$ cat src/rtl/srm_pkg.sv
// Shared types and field positions for the memory stage.
package srm_pkg;

  typedef enum logic [1:0] {
    WB_ALU  = 2'b00,
    WB_MEM  = 2'b01,
    WB_LINK = 2'b10,
    WB_ILL  = 2'b11
  } wb_src_e;

  typedef enum logic {
    IDLE   = 1'b0,
    ACCESS = 1'b1
  } mem_state_e;

  localparam int RD_HI = 25;
  localparam int RD_LO = 21;

endpackage

$ cat src/rtl/mem_timeout_ctr.sv
// Counts cycles of an outstanding bus request; hit flags that TIMEOUT cycles elapsed.
module mem_timeout_ctr #(
  parameter int TIMEOUT = 255
) (
  input  logic clk,
  input  logic rst_n,
  input  logic clr,
  input  logic en,
  output logic hit
);

  localparam int CW = $clog2(TIMEOUT + 1);

  logic [CW-1:0] count;

  always_ff @(posedge clk or negedge rst_n) begin
    if (!rst_n) begin
      count <= '0;
    end else if (clr) begin
      count <= '0;
    end else if (en && !hit) begin
      count <= count + 1'b1;
    end
  end

  assign hit = (count == CW'(TIMEOUT));

endmodule

$ cat src/rtl/mem_stage.sv
// Memory pipeline stage: captures execute results, runs the data-bus access,
// and drives the register-file write port (also the forwarding source).
module mem_stage
  import srm_pkg::*;
#(
  parameter int XLEN    = 32,
  parameter int IPW     = 30,
  parameter int TIMEOUT = 255
) (
  input  logic            clk,
  input  logic            rst_n,
  input  logic            clk_en,
  input  logic [XLEN-1:0] alu_in,
  input  logic [XLEN-1:0] store_in,
  input  logic [XLEN-1:0] inst_in,
  input  logic [IPW-1:0]  ip_in,
  input  logic            mem_req_in,
  input  logic            mem_we_in,
  input  logic [2:0]      wb_lines_in,
  output logic            stall,
  output logic            bus_req,
  output logic            bus_we,
  output logic [IPW-1:0]  bus_addr,
  output logic [XLEN-1:0] bus_wdata,
  input  logic [XLEN-1:0] bus_rdata,
  input  logic            bus_ack,
  output logic            wb_we,
  output logic [4:0]      wb_addr,
  output logic [XLEN-1:0] wb_data,
  output logic            align_fault,
  output logic            bus_fault,
  output mem_state_e      dbg_state
);

  logic [XLEN-1:0] s_alu, s_store, s_inst;
  logic [IPW-1:0]  s_ip;
  logic            s_mem_req, s_mem_we, s_valid;
  logic [2:0]      s_wb_lines;

  mem_state_e state, state_next;

  logic            misaligned, access, ctr_hit, timeout_hit, retire, wr_ok;
  logic [4:0]      rd;
  wb_src_e         wb_src;
  logic [IPW+1:0]  link_word;
  logic [XLEN-1:0] wb_next;

  // Bus handshake: bus_req stays high with stable bus_we/bus_addr/bus_wdata
  // until a cycle in which bus_ack is high; that cycle completes the access
  // (load data sampled with it). bus_ack with bus_req low is ignored.
  assign misaligned  = s_mem_req && (s_alu[1:0] != 2'b00);
  assign access      = s_valid && s_mem_req && !misaligned;
  assign timeout_hit = access && ctr_hit;
  assign bus_req     = access && !timeout_hit;
  assign bus_we      = bus_req && s_mem_we;
  assign bus_addr    = s_alu[IPW+1:2];
  assign bus_wdata   = s_store;
  assign stall       = bus_req && !bus_ack;
  assign retire      = s_valid && !stall;
  assign dbg_state   = state;

  mem_timeout_ctr #(.TIMEOUT(TIMEOUT)) u_timeout (
    .clk   (clk),
    .rst_n (rst_n),
    .clr   (!stall),
    .en    (stall),
    .hit   (ctr_hit)
  );

  always_ff @(posedge clk or negedge rst_n) begin
    if (!rst_n) state <= IDLE;
    else        state <= state_next;
  end

  always_comb begin
    state_next = state;
    case (state)
      IDLE:    if (stall)  state_next = ACCESS;
      ACCESS:  if (!stall) state_next = IDLE;
      default: state_next = IDLE;
    endcase
  end

  // Writeback source select; LINK is the byte address of the next instruction.
  assign rd        = s_inst[RD_HI:RD_LO];
  assign wb_src    = wb_src_e'(s_wb_lines[2:1]);
  assign link_word = {s_ip + IPW'(1), 2'b00};

  always_comb begin
    wb_next = s_alu;
    case (wb_src)
      WB_ALU:  wb_next = s_alu;
      WB_MEM:  wb_next = bus_rdata;
      WB_LINK: wb_next = XLEN'(link_word);
      default: wb_next = s_alu;
    endcase
  end

  assign wr_ok = s_wb_lines[0] && (wb_src != WB_ILL) && (rd != 5'd0) &&
                 !misaligned && !timeout_hit;

  always_ff @(posedge clk or negedge rst_n) begin
    if (!rst_n) begin
      s_alu       <= '0;
      s_store     <= '0;
      s_inst      <= '0;
      s_ip        <= '0;
      s_mem_req   <= 1'b0;
      s_mem_we    <= 1'b0;
      s_wb_lines  <= '0;
      s_valid     <= 1'b0;
      wb_we       <= 1'b0;
      wb_addr     <= '0;
      wb_data     <= '0;
      align_fault <= 1'b0;
      bus_fault   <= 1'b0;
    end else begin
      if (clk_en && !stall) begin
        s_alu      <= alu_in;
        s_store    <= store_in;
        s_inst     <= inst_in;
        s_ip       <= ip_in;
        s_mem_req  <= mem_req_in;
        s_mem_we   <= mem_we_in;
        s_wb_lines <= wb_lines_in;
        s_valid    <= 1'b1;
      end else if (retire) begin
        s_valid <= 1'b0;
      end
      wb_we       <= retire && wr_ok;
      align_fault <= retire && misaligned;
      bus_fault   <= retire && timeout_hit;
      if (retire) begin
        wb_addr <= rd;
        wb_data <= wb_next;
      end
    end
  end

endmodule
$ cat config.mk
export PLATFORM = sky130hd
export DESIGN_NAME = mem_stage
export DESIGN_NICKNAME = d
export VERILOG_FILES = /design/src/rtl/srm_pkg.sv /design/src/rtl/mem_timeout_ctr.sv /design/src/rtl/mem_stage.sv
export SDC_FILE = /design/constraint.sdc
export NUM_CORES = 1
export LEC_CHECK = 0
export CELL_PAD_IN_SITES_DETAIL_PLACEMENT = 0
export CELL_PAD_IN_SITES_GLOBAL_PLACEMENT = 1
export CORE_MARGIN = 10
export CORE_UTILIZATION = 34
export DETAILED_ROUTE_END_ITERATION = 8
export PLACE_DENSITY_LB_ADDON = 0.1
export SLEW_MARGIN = 15
export SYNTH_ARGS = -nofsm -noshare
export SYNTH_HDL_FRONTEND = slang
export SYNTH_SLANG_ARGS = --single-unit
$ cat constraint.sdc
create_clock -name clk -period 2.54 [get_ports clk]
set_input_delay 0.508 -clock clk [delete_from_list [all_inputs] [get_ports clk]]
set_output_delay 0.508 -clock clk [all_outputs]
set_load 0.02 [all_outputs]
=== Word-level counts from Yosys, hierarchy flattened ===
Index checks and enable logic that the tools add are counted.

* Bitwise operators: 0
* Order comparisons: 0
* Shift-type cells: 0
* Reduce and logical (&&, ||, !) cells: 25
* Div/mod/pow operators: 0
* Multipliers: 0
* Add/sub/neg operators: 2
* Multiplexer cells: 6
* Equality and inequality tests: 5

{| class="wikitable"
|+ Operator list
! kind !! count
|-
| $pmux W32 S2 || 1
|-
| $add A30 B1 Y30 const B || 1
|-
| $logic_and A1 B1 Y1 || 17
|-
| $mux W8 || 2
|-
| $add A8 B1 Y8 const B || 1
|-
| $eq A8 B8 Y1 const B || 1
|-
| $logic_not A1 Y1 || 5
|-
| $reduce_bool A5 Y1 || 1
|-
| $reduce_bool A2 Y1 || 2
|-
| $mux W1 || 3
|-
| $eq A2 B1 Y1 const B || 1
|-
| $eq A2 B2 Y1 const B || 1
|-
| $ne A2 B1 Y1 const B || 1
|-
| $ne A2 B2 Y1 const B || 1
|}

* Logic and storage cells: 53
* Register bits: 175
* Input port bits: 167
* Output and inout port bits: 106
* Memory bits (read-only): 0
* Bits in latches: 0
* Memories kept: 0
* RAM bits: 0

=== Logic depth before layout (Yosys ltp) ===
Gate-level depths: netlist (run 1).

* Word-level depth: 12
* Gate-level depth with buffers: 8
* Gate-level depth less buffers: 7

=== Modules after synthesis ===
Synthesis (run 1) repeated with hierarchy kept, for this count alone.

* Cells, all modules: 646
* Area, all modules: 7,455.9 um2

{| class="wikitable"
|+ Modules (own cells, without submodules)
! module !! seq. area each (um2) !! area each (um2) !! times used !! cells an instance
|-
| mem_stage || 3,653.5 || 6,986.7 || 1 || 599
|-
| mem_timeout_ctr || 200.2 || 469.2 || 1 || 47
|}

=== Worst setup path before layout (run 1) ===
No wires, ideal clock.

* Path kind: reg-to-output
* Start: register u_timeout.count[0]
* End: output stall
* Cell stages (with the launch flop): 6
* Data arrival time: 1.426 ns
* Slack: 0.606 ns
* Path buffers: 1
* Data required time: 2.032 ns
* Path through: dfrtp_1 > ha_1 > nand4_1 > o211ai_1 > clkbuf_1 > inv_1

* Longest elaborated chain between the ends: 5

{| class="wikitable"
|+ Ends and longest elaborated chain
! what !! line !! source
|-
| start: declaration || mem_timeout_ctr.sv:14 || <nowiki>logic [CW-1:0] count;</nowiki>
|-
| start signal: assignment || mem_timeout_ctr.sv:22 || <nowiki>count <= count + 1'b1;</nowiki>
|-
| $eq A8 B8 Y1 || mem_timeout_ctr.sv:26 || <nowiki>assign hit = (count == CW'(TIMEOUT));</nowiki>
|-
| $logic_and A1 B1 Y1 || mem_stage.sv:53 || <nowiki>assign timeout_hit = access && ctr_hit;</nowiki>
|-
| $logic_not A1 Y1 || mem_stage.sv:54 || <nowiki>assign bus_req = access && !timeout_hit;</nowiki>
|-
| $logic_and A1 B1 Y1 || mem_stage.sv:54 ||
|-
| $logic_and A1 B1 Y1 || mem_stage.sv:58 || <nowiki>assign stall = bus_req && !bus_ack;</nowiki>
|-
| end: declaration || mem_stage.sv:20 || <nowiki>output logic stall,</nowiki>
|}

Every way passes these cells.

=== Worst setup path in the final report (run 1) ===
* Start: register u_timeout.count[0]
* End: output bus_we

* Longest elaborated chain between the ends: 5

{| class="wikitable"
|+ Ends and longest elaborated chain
! what !! line !! source
|-
| $eq A8 B8 Y1 || mem_timeout_ctr.sv:26 ||
|-
| $logic_and A1 B1 Y1 || mem_stage.sv:53 ||
|-
| $logic_not A1 Y1 || mem_stage.sv:54 ||
|-
| $logic_and A1 B1 Y1 || mem_stage.sv:54 ||
|-
| $logic_and A1 B1 Y1 || mem_stage.sv:55 || <nowiki>assign bus_we = bus_req && s_mem_we;</nowiki>
|-
| end: declaration || mem_stage.sv:22 || <nowiki>output logic bus_we,</nowiki>
|}

Every way passes these cells.

==> metrics, run 1 <==
status=complete, no violations; number of remaining DRC errors=0; relative slew slack=63.3%; # hold bufs at CTS=0; Clk pwr share=35.2%; WL per Instance=19.9 um; clk_lat worst skew=0.42 ns; combinational family with the most area after synthesis=multiplexers; # IOs=273; internal power=5630 uW; initial core utilization=34.7%; Cell Area, Placed=9910 um^2; worst reg2reg path depth=6; ant diodes=0; drt first pass iters=6; post-synth cell types=54; dominant cells by area after synthesis=dfrtp_1 53%, mux2_2 16%, buf_4 3.2%; # clock sinks=154; vias in the first global route=6171; pin count of the biggest net entering global routing=63; crit path launch type=register; DP HPWL=17000 um; Layout Area Growth over Synthesis=44.2%; Worst Hold Class=input port to async pin; clock slew at reported path FFs=0.07 ns; Fmax=431 MHz; H-tree Lvls=4; initial DRC count=301; Die W=167 um; r2r setup slk=0.25 ns; via count=5678; Fillers=1901; Sw Share=29.9%; CTS tree=yes; Vias/cell=5.01; root buffer selected by CTS=clkbuf_16; Synth Instances=629; min Tclk post-route=2.32 ns; fin area=10600 um^2; Mapped Nets=801; Die Span Y=167 um; post-synthesis compound-gate area fraction=8.90%; Lkg Pwr=0.00431 uW; final-report setup violation count=0; top_reg_cell synth=dfrtp_1; number of max-cap violations=0; maximum root-to-sink buffer count=2; routability cong.=0.818; drt total wl=22500 um; Synth Area in Simple Gates=11.0%; share of the synthesized area in the top cell type=52.6%; total die area=27800 um^2; Netlist Area Pre-Place=7320 um^2; Clock Skew=0.00931 ns; P_sw=2400 uW; synthesized area per cell=11.6 um^2; FP Rows=53; sequential share of power=38.3%; class of the most critical setup path=register to output pin; Post-Synth Adder-Cell Area=0.854%; Final Hold Viols=0; Sum Neg Setup Slack=0 ns; RSZ-0062 raised after global routing=no; critical path data arrival time=1.81 ns; first-pass GRT wire length=35700 um; ANT nets after route=0; Seq cells post-synth=154; share of layout cells above drive strength 1=19.6%; sequential area share after synthesis=52.6%; critical path required time=2.03 ns; ys async rst share=100%; EDFF count, synth=0; mux share of post-synthesis cell area=17.4%; core area=21100 um^2; Peak VDD IR=0.422 mV; gr usage total=16.2%; initial antenna violation count=1; Crit Path Max Fanout=4; Nets=1017; Port Buf Inserts=245; combinational fraction of design power=26.4%; grt ovf=0; CP Capture Type=output pin; TritonCTS Buffers=17; worst-margin pin slew=0.550 ns; largest area contributor in the netlist=dfrtp_1; pwr dens=761 nW/um^2; Max Transition Viols Final=0; Yosys warning count=0; Final period util=91.3%; xor/xnor cell area share of the yosys netlist=2.87%
-- placed cells by master (no fill, tap or decap), drive strengths merged, types with 10 or more instances in the layout --
master	instances
clkdlybuf4s50	241
dfrtp	154
mux2	104
nand2	53
o21ai	47
nor2	22
clkbuf	20
buf	19
nand3	17
a221oi	16
inv	16
xor2	13
nor4	12
xnor2	11
a21oi	10
mux2i	10
nor3	10
-- worst max-delay path, cell delays in order (launching register included) --
cell           delay [ns]
dfrtp_1              0.41
ha_2                 0.23
nand4_1              0.12
nor2_1               0.05
nor2_1               0.13
and2_1               0.13
dlygate4sd2_1        0.33
-- cell families after synthesis --
group                    after synthesis
AND/OR/NAND/NOR                      150
AO/OA/AOI/OAI                        102
XOR/XNOR                              24
adder cells (fa/ha/maj)                5
flip-flops                           154
multiplexers                         114
buffers and inverters                 80
-- area by class of cell --
| class | count | area [um^2] | area share (%) |
|---|---|---|---|
| inverters | 14 | 52.6 | 0.497 |
| repair buffers | 263 | 2660 | 25.1 |
| multi-input cells | 395 | 3010 | 28.5 |
| well taps | 275 | 344 | 3.26 |
| clock inverters | 13 | 216 | 2.05 |
| flip-flops and latches | 154 | 3850 | 36.5 |
| clock buffers | 19 | 433 | 4.10 |
-- what timing repair did --
item,CTS,global route
pin swaps,0,1
buffers inserted,0,1
resized for setup,3,3
endpoints found under the setup margin,3,1
-- synth_stat cells (3+ instances only) --
library cell / number
mux2i_1: 10
and2_1: 3
inv_1: 13
a221oi_1: 16
mux2_2: 104
dfrtp_1: 154
buf_4: 31
nor4_1: 10
ha_1: 5
o22ai_1: 5
and3_1: 8
xnor2_1: 11
nand4_1: 3
a21oi_1: 10
nand3_1: 17
buf_6: 3
o31a_1: 3
clkbuf_1: 14
buf_2: 13
a31oi_1: 8
o21ai_0: 46
xor2_1: 13
nand2b_1: 8
nor3_1: 9
nand2_1: 53
nor2_1: 22
-- registers in the layout (all words and copies together) (netlist names), 3 cells and up --
| register | cells |
|---|---|
| bus_wdata | 32 |
| s_alu | 32 |
| wb_data | 32 |
| s_ip | 30 |
| u_timeout.count | 8 |
| s_inst | 5 |
| wb_addr | 5 |
| s_wb_lines | 3 |
-- per-layer routing --
metal,wire length (um),vias up,track usage [%]
met5,20,-,0
met4,260,2,4.28
met3,1970,18,6.92
met2,10900,206,26.3
met1,9380,2803,19.1
li1,-,2649,-
-- worst paths after layout --
check                                   startpoint     endpoint
max in group asynchronous                    rst_n  wb_data[29]
worst max register to register             s_ip[0]  wb_data[22]
min in group clk                        wb_addr[4]   wb_addr[4]
worst min-delay path                         rst_n     s_ip[10]
worst max-delay path            u_timeout.count[0]       bus_we
worst min register to register          wb_addr[4]   wb_addr[4]
-- metrics by stage --
stage	utilization, %	total power (uW)	cells	hold WS (ns)	setup WS (ns)
after global routing	50.1	8430	1133	0.0780	0.0416
after detailed placement	47.0	5280	1100	0.466	0.210
after CTS	50.1	8160	1132	0.0622	0.0727
final	50.1	8040	1133	0.0596	0.220
after floorplan	-	4170	629	0.212	0.606
after global placement	47.0	5250	1100	0.461	0.197
-- power by group through the flow --
stage	sequential (uW)	clock, uW	combinational [uW]
after global placement	3100	0	2140
after detailed placement	3120	0	2160
after floorplan	3330	0	845
after global routing	3130	3000	2300
final	3080	2830	2130
after CTS	3080	2910	2160
No activity file was read; power rests on OpenSTA's default activity.
==> inputs of run 2 (changes only) <==
--- a/config.mk
+++ b/config.mk
@@ -8,10 +8,12 @@
 export CELL_PAD_IN_SITES_DETAIL_PLACEMENT = 0
 export CELL_PAD_IN_SITES_GLOBAL_PLACEMENT = 1
 export CORE_MARGIN = 10
-export CORE_UTILIZATION = 34
+export CORE_UTILIZATION = 40
 export DETAILED_ROUTE_END_ITERATION = 8
+export DONT_BUFFER_PORTS = 1
 export PLACE_DENSITY_LB_ADDON = 0.1
 export SLEW_MARGIN = 15
 export SYNTH_ARGS = -nofsm -noshare
 export SYNTH_HDL_FRONTEND = slang
+export SYNTH_HIERARCHICAL = 1
 export SYNTH_SLANG_ARGS = --single-unit
==> run 2 against run 1 <==
The run now ends with negative hold slack left; clock power fell by 7.8%; clock skew fell by 0.0016 ns; register-to-register slack got worse by 0.13 ns; final cell count fell by 23%; synthesized cell count rose by 2.7%; count of clock-buffer cells in the layout fell by 2; setup slack got worse by 0.14 ns; combinational power fell by 58%; routed wire length fell by 7.6%; area after synthesis rose by 1.8%; fmax fell by 5.8%; largest cell class unchanged.
==> metrics, run 2 <==
status=complete, but fails checks; failing checks=negative hold slack; Clk pwr share=37.2% (+2.0 points); clk_lat worst skew=0.42 ns (about the same); first-pass GRT wire length=31600 um (-11%); Die Span Y=157 um (-6.1%); FP Rows=49 (-7.5%); Vias/cell=5.61 (+12%); Crit Path Max Fanout=4 (unchanged); Nets=800 (-21%); sequential share of power=49.9% (+12 points); # clock sinks=154 (unchanged); worst-margin pin slew=0.517 ns (-0.0334 ns); critical path required time=2.03 ns (about the same); Cell Chain, Critical Path=ha_1 > and4_4 > and2_4 > or3_4 > inv_4 > buf_6; Lkg Pwr=0.00341 uW (-21%); Worst Hold Class=input port to async pin; WL per Instance=23.9 um (+20%); pwr dens=849 nW/um^2 (+12%); drt first pass iters=4 (-2); critical path data arrival time=1.96 ns (+0.15 ns); crit path launch type=register; grt ovf=0 (unchanged); Final period util=97.0% (+5.7 points); clock slew at reported path FFs=0.07 ns (about the same); routability cong.=0.759 (-7.2%); Clock Skew=0.00775 ns (-0.00156 ns); dominant cells by area after synthesis=dfrtp_1 52%, mux2_2 16%, buf_4 3.8%; TritonCTS Buffers=17 (unchanged); most frequent cell after synthesis=dfrtp_1; initial antenna violation count=2 (+1); Die W=157 um (-6.1%); gr usage total=16.8% (+0.63 points); maximum root-to-sink buffer count=2 (unchanged); Peak VDD IR=0.455 mV (+7.8%); final-report setup violation count=0 (unchanged); share of layout cells above drive strength 1=29.7% (+10 points); Final Hold Viols=154 (+154); ys async rst share=100% (unchanged); pin count of the biggest net entering global routing=155 (+150%); share of the synthesized area in the top cell type=51.7% (-0.93 points); class of the most critical setup path=register to output pin; Setup WS pre-CTS=0.0309 ns (-0.179 ns); ANT nets after route=0 (unchanged); via count=4878 (-14%); vias in the first global route=5150 (-17%); CP Capture Type=output pin; synthesized area per cell=11.5 um^2 (-0.89%); H-tree Lvls=4 (unchanged); top_reg_cell synth=dfrtp_1; number of remaining DRC errors=0 (unchanged); r2r setup slk=0.12 ns (-0.13 ns); Sum Neg Setup Slack=0 ns (unchanged); top cells by count, synth=154 x dfrtp_1, 105 x mux2_2, 65 x nand2_1; RSZ-0062 raised after global routing=no; internal power=4720 uW (-16%); CTS tree=yes; Max Transition Viols Final=0 (unchanged); initial DRC count=231 (-23%); Min Hold Slack=-0.224 ns (-0.283 ns); r2r startpoint=u_timeout/count[0]; Layout Area Growth over Synthesis=10.6%; Sw Share=32.5% (+2.6 points); drt total wl=20800 um (-7.6%); total die area=24500 um^2 (-12%); CP bufs+invs=2 (+1); most common cell after layout, fill and taps aside=dfrtp_1; sequential area share after synthesis=51.7% (-0.93 points); combinational fraction of design power=12.8% (-14 points); Fmax=406 MHz (-5.8%); largest area contributor in the netlist=dfrtp_1; DP HPWL=15800 um (-7.4%); root buffer selected by CTS=clkbuf_16; Port Buf Inserts=0 (-100%); Critical Path Max Stage Delay=0.41 ns (about the same); initial core utilization=41.1% (+6.4 points); commonest cells after routing, fill and taps aside=154 x dfrtp_1, 105 x mux2_2, 64 x nand2_1; post-synth cell types=53 (-1.9%); number of max-cap violations=0 (unchanged); Seq cells post-synth=154 (unchanged); relative slew slack=65.2% (+1.9 points); min Tclk post-route=2.46 ns (+0.144 ns); core area=18100 um^2 (-14%); P_sw=2280 uW (-5.3%); EDFF count, synth=0 (unchanged); Post-Route Utilization=45.4% (-4.7 points); Mapped Nets=819 (+2.2%); crit path launch=u_timeout/count[0]; CP max-delay cell=or3_4; Tot Pwr=7000 uW (-13%); Yosys warning count=6 (+6); # IOs=273 (unchanged); Netlist Area Pre-Place=7460 um^2 (+1.8%); Synth Instances=646 (+2.7%); delay-heaviest family, CP=simple AND/OR/NAND/NOR gates; setup ws final=0.0769 ns (-0.144 ns)
## run 2: final cells by class
cell class	instances	area, um^2
Fill cell	1722	9900
Sequential cell	154	3850
Multi-Input combinational cell	413	3170
Clock buffer	17	425
Tap cell	229	287
Timing Repair Buffer	29	284
Clock inverter	15	181
Inverter	12	47.5
Antenna cell	1	2.50
## run 2: power groups by stage
stage          clock (uW)  combinational (uW)  sequential, uW
5_1_grt              2780                1010            3550
3_3_place_gp            0                 889            3540
2_1_floorplan           0                 836            3320
3_5_place_dp            0                 904            3550
4_1_cts              2670                 912            3510
6_report             2610                 897            3500
## run 2: timing repair
action                                  CTS  global route
gates resized for setup                   4             1
pin swaps                                 1             1
setup buffers                             4             0
endpoints found under the setup margin    1             7
endpoints found under the hold margin   154           154
## run 2: cell families after synthesis
family,after synthesis,synth area share (%)
buffers and inverters,79,6.09
AND/OR/NAND/NOR,166,12.5
AO/OA/AOI/OAI,110,9.73
adder cells (fa/ha/maj),6,1.01
multiplexers,107,16.2
flip-flops,154,51.7
XOR/XNOR,24,2.82
## run 2: through the flow
step | cell area [um^2] | instances | hold WS [ns]
2_1_floorplan | 7460 | 646 | 0.212
3_3_place_gp | 7590 | 833 | 0.217
3_5_place_dp | 7590 | 833 | 0.217
4_1_cts | 8240 | 869 | -0.239
5_1_grt | 8240 | 869 | -0.247
6_report | 8250 | 870 | -0.224
## run 2: layer usage
layer | wire length (um) | GRT usage [%]
met5 | 11 | 0
met1 | 8180 | 19.7
met2 | 10200 | 27.1
met4 | 175 | 4.31
met3 | 2300 | 8.00
## run 2: worst register-to-register path, cell delays in order (launching register included)
cell	delay, ns
dfrtp_1	0.39
ha_1	0.22
and4_4	0.17
and2_4	0.15
or3_4	0.41
buf_4	0.17
nand2_4	0.14
buf_12	0.26
mux2_2	0.38
## run 2: worst paths after layout
path	endpoint	depth (start not counted)
setup / recovery	stall	6
hold / removal	s_alu[24]	0
setup reg to reg	bus_wdata[27]	8
hold reg to reg	wb_addr[3]	2
max in group asynchronous	u_timeout/count[2]	0
min in group clk	s_valid	1
